--- config.mk ---
export PLATFORM = sky130hd
export DESIGN_NAME = id_dispatch_queue
export DESIGN_NICKNAME = d
export VERILOG_FILES = /design/src/rtl/id_dispatch_queue.sv
export SDC_FILE = /design/constraint.sdc
export NUM_CORES = 1
export LEC_CHECK = 0
export CORE_UTILIZATION = 49
export CTS_CLUSTER_DIAMETER = 30
export DETAILED_ROUTE_END_ITERATION = 16
export PLACE_DENSITY = 0.81
export REMOVE_ABC_BUFFERS = 1
export SETUP_SLACK_MARGIN = 0.15
export SLEW_MARGIN = 20
export SYNTH_ARGS = -nofsm -noshare
export SYNTH_HDL_FRONTEND = slang
export SYNTH_SLANG_ARGS = --single-unit
--- constraint.sdc ---
create_clock -name clk -period 9.11 [get_ports clk]
set_input_delay 2.733 -clock clk [delete_from_list [all_inputs] [get_ports clk]]
set_output_delay 2.733 -clock clk [all_outputs]
set_load 0.1 [all_outputs]
--- src/rtl/id_dispatch_queue.sv ---
// In-order decoded-instruction queue between ID/EX and rename/dispatch.
// First-word fall-through head, valid/ready on both sides, flush on redirect.
module id_dispatch_queue #(
    parameter int DEPTH = 4,
    parameter int PTR_W = 2
) (
    input  logic             clk,
    input  logic             rst,
    input  logic             flush,
    input  logic             in_valid,
    output logic             in_ready,
    input  logic [6:0]       opcode_in,
    input  logic [2:0]       funct3_in,
    input  logic [6:0]       funct7_in,
    input  logic [4:0]       srcReg1_in,
    input  logic [4:0]       srcReg2_in,
    input  logic [4:0]       destReg_in,
    input  logic [31:0]      imm_in,
    input  logic [1:0]       lwSw_in,
    input  logic             regWrite_in,
    input  logic             memRead_in,
    input  logic             memWrite_in,
    input  logic             memToReg_in,
    input  logic             hasImm_in,
    output logic             out_valid,
    input  logic             out_ready,
    output logic [6:0]       opcode_out,
    output logic [2:0]       funct3_out,
    output logic [6:0]       funct7_out,
    output logic [4:0]       srcReg1_out,
    output logic [4:0]       srcReg2_out,
    output logic [4:0]       destReg_out,
    output logic [31:0]      imm_out,
    output logic [1:0]       lwSw_out,
    output logic             regWrite_out,
    output logic             memRead_out,
    output logic             memWrite_out,
    output logic             memToReg_out,
    output logic             hasImm_out,
    output logic [PTR_W:0]   count
);

    typedef struct packed {
        logic [6:0]  opcode;
        logic [2:0]  funct3;
        logic [6:0]  funct7;
        logic [4:0]  rs1;
        logic [4:0]  rs2;
        logic [4:0]  rd;
        logic [31:0] imm;
        logic [1:0]  lw_sw;
        logic        reg_write;
        logic        mem_read;
        logic        mem_write;
        logic        mem_to_reg;
        logic        has_imm;
    } bundle_t;

    localparam logic [PTR_W:0] CNT_FULL = (PTR_W + 1)'(DEPTH);

    bundle_t          mem [DEPTH];
    bundle_t          in_b;
    bundle_t          head_b;
    logic [PTR_W-1:0] head;
    logic [PTR_W-1:0] tail;
    logic [PTR_W:0]   cnt;
    logic [PTR_W:0]   cnt_next;
    logic             push;
    logic             pop;

    assign in_b = '{
        opcode:     opcode_in,
        funct3:     funct3_in,
        funct7:     funct7_in,
        rs1:        srcReg1_in,
        rs2:        srcReg2_in,
        rd:         destReg_in,
        imm:        imm_in,
        lw_sw:      lwSw_in,
        reg_write:  regWrite_in,
        mem_read:   memRead_in,
        mem_write:  memWrite_in,
        mem_to_reg: memToReg_in,
        has_imm:    hasImm_in
    };

    // Full blocks input even when dispatch pops this cycle: no pass-through.
    assign in_ready  = (cnt != CNT_FULL);
    assign out_valid = (cnt != '0);
    assign push      = in_valid && in_ready;
    assign pop       = out_valid && out_ready;
    assign count     = cnt;

    always_comb begin
        cnt_next = cnt;
        unique case ({push, pop})
            2'b10:   cnt_next = cnt + 1'b1;
            2'b01:   cnt_next = cnt - 1'b1;
            default: cnt_next = cnt;
        endcase
    end

    always_ff @(posedge clk) begin
        if (rst) begin
            head <= '0;
            tail <= '0;
            cnt  <= '0;
        end else if (flush) begin
            head <= '0;
            tail <= '0;
            cnt  <= '0;
        end else begin
            if (push) tail <= tail + 1'b1;
            if (pop)  head <= head + 1'b1;
            cnt <= cnt_next;
        end
    end

    // Storage is not reset; the occupancy count alone defines validity.
    always_ff @(posedge clk) begin
        if (push) mem[tail] <= in_b;
    end

    assign head_b = out_valid ? mem[head] : '0;

    assign opcode_out   = head_b.opcode;
    assign funct3_out   = head_b.funct3;
    assign funct7_out   = head_b.funct7;
    assign srcReg1_out  = head_b.rs1;
    assign srcReg2_out  = head_b.rs2;
    assign destReg_out  = head_b.rd;
    assign imm_out      = head_b.imm;
    assign lwSw_out     = head_b.lw_sw;
    assign regWrite_out = head_b.reg_write;
    assign memRead_out  = head_b.mem_read;
    assign memWrite_out = head_b.mem_write;
    assign memToReg_out = head_b.mem_to_reg;
    assign hasImm_out   = head_b.has_imm;

endmodule

# Word-level counts from Yosys, hierarchy flattened
# Memories as Yosys holds them, arrays and structs flattened. A register that Yosys moved wholly into a read port is not among the register bits.
# Cells that the tools add are included.
# W data, S select, Z words.
[totals]
ff_bits = 7
mem_bits_rw = 284
inputBits = 76
output_inout_bits = 76
wordCells = 22
mem_count = 1
[op_classes]
add_sub_neg = 4
eq_ne = 3
mux = 6
reduce_logical = 5
[memory_table]
columns = ["memory", "depth", "width", "rd", "rd_ports_with_merged_regs", "write_ports", "line", "text"]
rows = [
  ["mem", 4, 71, 1, 1, 1, "61", "bundle_t mem [DEPTH];"],
]
[op_table]
columns = ["op", "count"]
rows = [
  ["$mux W71", 1],
  ["$pmux W3 S2", 1],
  ["$add A2 B1 Y2 const B", 2],
  ["$mux W2", 2],
  ["$add A3 B1 Y3 const B", 1],
  ["$ne A3 B3 Y1 const B", 1],
  ["$reduce_bool A3 Y1", 1],
  ["$sub A3 B1 Y3 const B", 1],
  ["$eq A2 B1 Y1 const B", 1],
  ["$eq A2 B2 Y1 const B", 1],
  ["$logic_and A1 B1 Y1", 2],
  ["$mux W1", 2],
  ["$reduce_bool A2 Y1", 1],
  ["$reduce_or A2 Y1", 1],
]

# Logic depth before layout (Yosys ltp)
# Gate-level depths: netlist of the first run.
[depth]
word_depth = 4
mapped_depth = 9
depth_no_buf = 8

# Worst setup path after synthesis of the first run
# Ideal clock, no wire load.
[synth_path]
path_type = "register -> output"
from = "register cnt[0], in the netlist count[0]"
to = "output funct3_out[0]"
t_arrival_ps = 3222
t_required_ps = 6377
slack_ps = 3155
path_stages_with_launch = 5
path_cell_list = "dfxtp_1 > or3_1 > buf_2 > clkbuf_1 > and2_1"
[synth_via]
elab_chain_cells = 2
[synth_rtl]
columns = ["item", "line", "text"]
rows = [
  ["start, declared", "66", "logic [PTR_W:0] cnt;"],
  ["start signal, assigned", "115", "cnt <= cnt_next;"],
  ["$reduce_bool A3 Y1", "89", "assign out_valid = (cnt != '0);"],
  ["named net out_valid", "25", "output logic out_valid,"],
  ["$mux W71", "124", "assign head_b = out_valid ? mem[head] : '0;"],
  ["end, declared", "28", "output logic [2:0] funct3_out,"],
]
# The timed path passes the listed nets, and every way through them passes these cells.

==> summary.md, run 1 <==
| Metric | Value |
|---|---|
| Mean Syn Cell Area | `22.4 sq um` |
| Mean routed wirelength per cell | `21.3 microns` |
| Worst-path cell chain | `mux4_2 -> and2_1 -> clkdlybuf4s50_1` |
| Setup CP Type | `register to output port` |
| PortBufs | `151` |
| Pre-antenna DRT Iters | `4` |
| Required time worst endpoint | `6.38 ns` |
| Reg area | `8720 sq um` |
| Leak pwr | `4.77 nW` |
| Vias per std cell | `5.39` |
| RSZ-0062 raised after global routing | `false` |
| Slew margin rel. | `0.283` |
| Initial antenna violation count | `0` |
| Crit Path Max Fanout | `71` |
| CTS tree | `yes` |
| P_sw | `0.820 mW` |
| Post-synthesis xor/xnor area fraction | `0.00311` |
| TNS Setup | `0 ns` |
| Max-cap violations | `0` |
| Logic pwr share | `0.095` |
| Layout cell share with drive strength beyond 1 | `0.216` |
| VDD IR-drop max | `0.151 mV` |
| Placer Congestion | `0.685` |
| Grt total ovfl | `0` |
| IO Count | `152` |
| Hold buffer count at CTS | `0` |
| Pins Over Slew Limit | `0` |
| Yosys reg bits | `293` |
| CTS sink count | `293` |
| Worst setup SP type | `register` |
| Setup Slack @ Placement | `2.96 ns` |
| Setup-failing EPs final | `0` |
| Vias in the first global route | `6029` |
| Final ANT Viol Nets | `0` |
| Cells after synthesis | `504` |
| Global-route wire length before repair | `33400 microns` |
| Status | `completed` |
| Chip width | `154 microns` |
| Max Freq | `166 MHz` |
| DRC violations left | `0` |
| Critical Path AT | `3.30 ns` |
| Core ar. | `22600 sq um` |
| Postcts setup bufs | `0` |
| Post_cts resized | `0` |
| Max layer used | `met4` |
| CP endpoint kind | `output port` |
| Slowest cell on crit path | `clkdlybuf4s50_1` |
| Hold_ws | `0.525 ns` |
| Detail Route met3 WL | `1210 microns` |
| Pint | `2.76 mW` |
| Sw Ratio | `0.229` |
| Post-DP HPWL | `11700 microns` |
| Period utilization | `0.662` |
| Min cycle time layout | `6.03 ns` |
| Clock Power Share | `0.477` |
| Htree depth | `2` |
| GRT Util Overall | `0.186` |
| Final layout net count | `769` |
| Die Footprint | `23600 sq um` |
| Slew @ Worst Pin | `1.08 ns` |
| Routed Wire Length | `21400 microns` |
| Clk buf depth | `3` |
| Fill count | `1504` |
| Register share of total power | `0.427` |
| Reg clk slew, reported paths | `0.04 ns` |
| Final Hold Viols | `0` |
| Clk_lat worst skew | `0.53 ns` |
| Cts bufs inserted | `49` |
| Min-delay worst type | `register to register` |
| Mux cell area share after synthesis | `0.144` |
| Root Buffer | `clkbuf_16` |
| Final WS setup | `3.08 ns` |
| Clock skew | `0.0140 ns` |
| Met1 wire length | `8920 microns` |
| Ant. Diodes | `0` |
| Routed via count | `5423` |
| Area grow syn2layout | `29.9%` |
| PwrDens | `245 nW/um^2` |
| Standard-cell rows | `55` |
| Synth Area in Adders | `0.00732` |
| Crit path largest cell delay | `1.15 ns` |
| Sequential share of the synthesized area | `0.772` |
| WL met2 | `10800 microns` |
| Pwr Total | `3.58 mW` |
| Post-Synth Simple-Gate Area | `0.0483` |
| Synthesized area | `11300 sq um` |
| Distinct cells, synth | `26` |
| Synth Area in Compound Gates | `0.00277` |
| Area of the multi-input gates | `2340 sq um` |
| Initial drt markers | `384` |
| Largest family of logic cells by synthesized area | `multiplexers` |
| Die Ht | `154 microns` |
| YS warnings | `0` |
| Initial core utilization | `0.500` |
| Largest net degree at the start of global routing | `73` |
-- cell usage in the layout (no fill, tap or decap), types with 3 or more instances in the layout --
master | netlist | routed
edfxtp_1 | 284 | 284
clkdlybuf4s50_1 | 0 | 151
and2_1 | 71 | 71
mux4_2 | 70 | 70
clkbuf_16 | 0 | 51
clkbuf_1 | 8 | 9
nor2_1 | 7 | 7
clkinv_1 | 0 | 7
dfxtp_1 | 9 | 7
inv_1 | 6 | 6
clkinv_2 | 0 | 6
ha_1 | 5 | 5
and3_4 | 0 | 4
xor2_1 | 4 | 4
nand2_1 | 4 | 4
bufinv_16 | 0 | 4
buf_16 | 0 | 3
-- per-layer routing --
layer / vias to the layer above / GRT usage
li1: 2422 / -
met1: 2794 / 0.243
met2: 168 / 0.312
met3: 39 / 0.0414
met4: 0 / 0.0619
met5: - / 0
-- worst max-delay path: cells and delay by family (launching register included) --
family | cells | cell delay (ns)
buffers and inverters | 1 | 1.15
flip-flops | 1 | 1.05
AND/OR/NAND/NOR | 1 | 0.16
multiplexers | 1 | 0.38
-- logic make-up after synthesis --
group,after synthesis
fa+ha+maj,6
mux,73
compound gates,5
flops,293
buf+inv,32
xor+xnor,4
simple gates,91
-- final cells by class --
class,count,area share
inverter,6,0.00154
tap,285,0.0243
timing repair buffer,158,0.113
clock inverter,24,0.0164
multi-input combinational,179,0.160
clock buffer,61,0.0904
sequential,293,0.595
-- flip-flops by register name (all words and copies together), names as in the netlist, named ones only --
register  count
count         3
head          2
mem         284
tail          2
-- power groups by stage --
stage | combinational [mW] | sequential [mW] | clock [mW]
floorplan | 0.223 | 1.56 | 0
global placement | 0.331 | 1.55 | 0
detailed placement | 0.337 | 1.56 | 0
CTS | 0.338 | 1.53 | 1.74
global route | 0.356 | 1.53 | 1.80
finish | 0.342 | 1.53 | 1.71
-- cell usage after synthesis --
library cell  number  share of area
o31ai_1            1        0.00067
inv_1              6         0.0020
and2_1            71          0.039
clkbuf_1           8         0.0027
buf_2              9         0.0040
a21oi_1            2        0.00089
mux4_1             1         0.0023
and3_1             4         0.0022
dfxtp_1            9          0.016
o21ai_0            1        0.00044
edfxtp_1         284           0.76
or2_2              1        0.00056
mux2i_1            2         0.0018
nand2_2            1        0.00056
fa_1               1         0.0018
ha_1               5         0.0055
or3b_2             1        0.00078
buf_1              1        0.00033
or3_1              2         0.0011
buf_6              1         0.0010
mux4_2            70           0.14
buf_12             7          0.012
o311ai_0           1        0.00078
nor2_1             7         0.0023
nand2_1            4         0.0013
xor2_1             4         0.0031
-- stage by stage --
| stage | instance area (sq um) | cells | utilization |
|---|---|---|---|
| 2_1_floorplan | 11000 | 478 | - |
| 3_3_place_gp | 13000 | 916 | 0.574 |
| 3_5_place_dp | 13000 | 916 | 0.574 |
| 4_1_cts | 14500 | 1001 | 0.643 |
| 5_1_grt | 14600 | 1006 | 0.649 |
| 6_report | 14600 | 1006 | 0.649 |
-- final timing paths --
check | from | end | slack (ns) | cells past startpoint
hold / removal | tail[1]$_SDFFE_PP0P_ | tail[1]$_SDFFE_PP0P_ | 0.52 | 2
setup reg to reg | count[2]$_SDFFE_PP0P_ | count[2]$_SDFFE_PP0P_ | 6.60 | 8
hold reg to reg | tail[1]$_SDFFE_PP0P_ | tail[1]$_SDFFE_PP0P_ | 0.52 | 2
setup / recovery | register | opcode_out[0] | 3.08 | 3
(Power assumes the default switching activity.)
==> inputs of run 2 (changes only) <==
==> constraint.sdc (replaced) <==
create_clock -name clk -period 6 [get_ports clk]
set_input_delay 1.8 -clock clk [delete_from_list [all_inputs] [get_ports clk]]
set_output_delay 1.8 -clock clk [all_outputs]
set_load 0.1 [all_outputs]
==> summary.md, run 2 (synthesized netlist as in run 1, its figures left out) <==
| Metric | Value |
|---|---|
| P_sw | `1.34 mW` |
| Post_cts resized | `0` |
| CP endpoint kind | `output port` |
| Standard-cell rows | `55` |
| Min-delay worst type | `register to register` |
| Worst setup SP type | `register` |
| Setup-failing EPs final | `0` |
| Crit path largest cell delay | `1.18 ns` |
| CTS tree | `yes` |
| Htree depth | `2` |
| Clk_lat worst skew | `0.53 ns` |
| DRC violations left | `0` |
| Final ANT Viol Nets | `0` |
| Pins Over Slew Limit | `0` |
| Clock skew | `0.0126 ns` |
| Max reg flops | `284` |
| PwrDens | `376 nW/um^2` |
| Chip width | `154 microns` |
| Area grow syn2layout | `30.7%` |
| Logic pwr share | `0.094` |
| Hold EP | `tail[0]$_SDFFE_PP0P_` |
| Slew margin rel. | `0.298` |
| Crit Path Max Fanout | `48` |
| Global-route wire length before repair | `33100 microns` |
| R2R setup slack | `3.54 ns` |
| Layout cell share with drive strength beyond 1 | `0.236` |
| Worst-path cell chain | `or3_2 -> buf_4 -> and2_1 -> clkdlybuf4s50_1` |
| IO Count | `152` |
| Root Buffer | `clkbuf_16` |
| Largest net degree at the start of global routing | `72` |
| Vias per std cell | `5.41` |
| Die Footprint | `23600 sq um` |
| Cts bufs inserted | `51` |
| Worst r2r src | `count[2]$_SDFFE_PP0P_` |
| Pint | `4.21 mW` |
| Fill count | `1517` |
| Leak pwr | `4.81 nW` |
| Vias in the first global route | `6140` |
| Sw Ratio | `0.241` |
| Reg clk slew, reported paths | `0.05 ns` |
| Initial drt markers | `276` |
| Grt total ovfl | `0` |
| Routed via count | `5496` |
| Most flops, register | `mem` |
| Pre-antenna DRT Iters | `4` |
| RSZ-0062 raised after global routing | `false` |
| CP delay by family, top | `buffers and inverters` |
| CP bufs+invs | `2` |
| Ant. Diodes | `0` |
| Register share of total power | `0.418` |
| Clock Power Share | `0.488` |
| Dpl cells | `918` |
| Die Ht | `154 microns` |
| Critical Path AT | `3.37 ns` |
| Placer Congestion | `0.663` |
| Clk buf depth | `3` |
| Core ar. | `22600 sq um` |
| Initial antenna violation count | `0` |
| Required time worst endpoint | `4.20 ns` |
| Min-delay src | `tail[0]$_SDFFE_PP0P_` |
| Levels on crit path | `4` |
| Post-route insts no fill | `1015` |
| Final layout net count | `772` |
| CTS sink count | `293` |
| Max-cap violations | `0` |
| Postcts setup bufs | `0` |
| Slew @ Worst Pin | `1.05 ns` |
| GRT Util Overall | `0.184` |
| Min cycle time layout | `5.17 ns` |
| Setup CP Type | `register to output port` |
| Post-DP HPWL | `11300 microns` |
| Period utilization | `0.862` |
| PortBufs | `151` |
| Finished Core Util | `0.653` |
| Commonest non-fill, non-tap cell in the layout | `edfxtp_1` |
| Initial core utilization | `0.500` |
| Pwr Total | `5.54 mW` |
| Max Freq | `193 MHz` |
| Final Hold Viols | `0` |
| Worst Reg2Reg Path Length in Cells | `8` |
| Status | `completed` |
| Mean routed wirelength per cell | `20.7 microns` |
| Routed Wire Length | `21000 microns` |
| WHS Path Cells | `2` |
| R2r endpoint | `count[2]$_SDFFE_PP0P_` |
| Hold buffer count at CTS | `0` |
| Slowest cell on crit path | `clkdlybuf4s50_1` |
| VDD IR-drop max | `0.227 mV` |
| Most frequent cells in the layout | `284 x edfxtp_1, 150 x clkdlybuf4s50_1, 71 x and2_1, 70 x mux4_2, 52 x clkbuf_16` |
run 2: cell count changes in the layout (fill, tap and decap cells not counted), sizes merged, moves of 2 or more:
cell      change
clkinv        -5
clkbuf        +5
inv           +6
buf           +2
clkinvlp      +4
bufinv        -2
run 2: cell type report:
type                            instances  area [sq um]  share of cell area
Timing Repair Buffer                  159          1660               0.113
Sequential cell                       293          8720               0.591
Multi-Input combinational cell        179          2340               0.159
Clock buffer                           66          1390              0.0945
Tap cell                              285           357              0.0242
Inverter                                6          22.5             0.00153
Clock inverter                         27           255              0.0173
run 2: routing by layer:
layer	global-route usage	part of all wire	vias to the layer above
li1	-	-	2438
met4	0.0581	0.020	0
met2	0.310	0.50	177
met5	0	0	-
met3	0.0555	0.057	43
met1	0.228	0.42	2838
run 2: worst max-delay path by stage:
stage	slack (ns)	to	from
floorplan	-0.20	opcode_out[6]	register
global placement	1.40	opcode_out[6]	register
detailed placement	1.40	srcReg2_out[1]	count[0]$_SDFFE_PP0P_
CTS	0.82	srcReg2_out[1]	count[2]$_SDFFE_PP0P_
global route	0.65	srcReg2_out[1]	count[2]$_SDFFE_PP0P_
finish	0.83	srcReg2_out[1]	count[0]$_SDFFE_PP0P_
run 2: through the flow:
stage / setup WS [ns] / TNS, ns / hold slack (ns) / instance area, sq um
final: 0.831 / 0 / 0.507 / 14700
after global routing: 0.650 / 0 / 0.541 / 14700
after CTS: 0.824 / 0 / 0.507 / 14600
after detailed placement: 1.40 / 0 / 0.501 / 13000
after global placement: 1.40 / 0 / 0.479 / 13000
after floorplan: -0.204 / -3.78 / 0.471 / 11000
run 2: worst register-to-register path, delay by kind of cell (launching register included):
family                   cells  cell delay (ns)
adder cells (fa/ha/maj)      2             0.56
AND/OR/NAND/NOR              3             1.02
buffers and inverters        1             0.06
XOR/XNOR                     1             0.16
AO/OA/AOI/OAI                1             0.15
flip-flops                   1             0.44
run 2: power by group through the flow:
| stage | Sequential, mW | Clock (mW) | Combinational (mW) |
|---|---|---|---|
| 6_report | 2.32 | 2.71 | 0.519 |
| 2_1_floorplan | 2.37 | 0 | 0.339 |
| 4_1_cts | 2.32 | 2.74 | 0.518 |
| 3_5_place_dp | 2.36 | 0 | 0.516 |
| 3_3_place_gp | 2.35 | 0 | 0.507 |
| 5_1_grt | 2.32 | 2.84 | 0.541 |
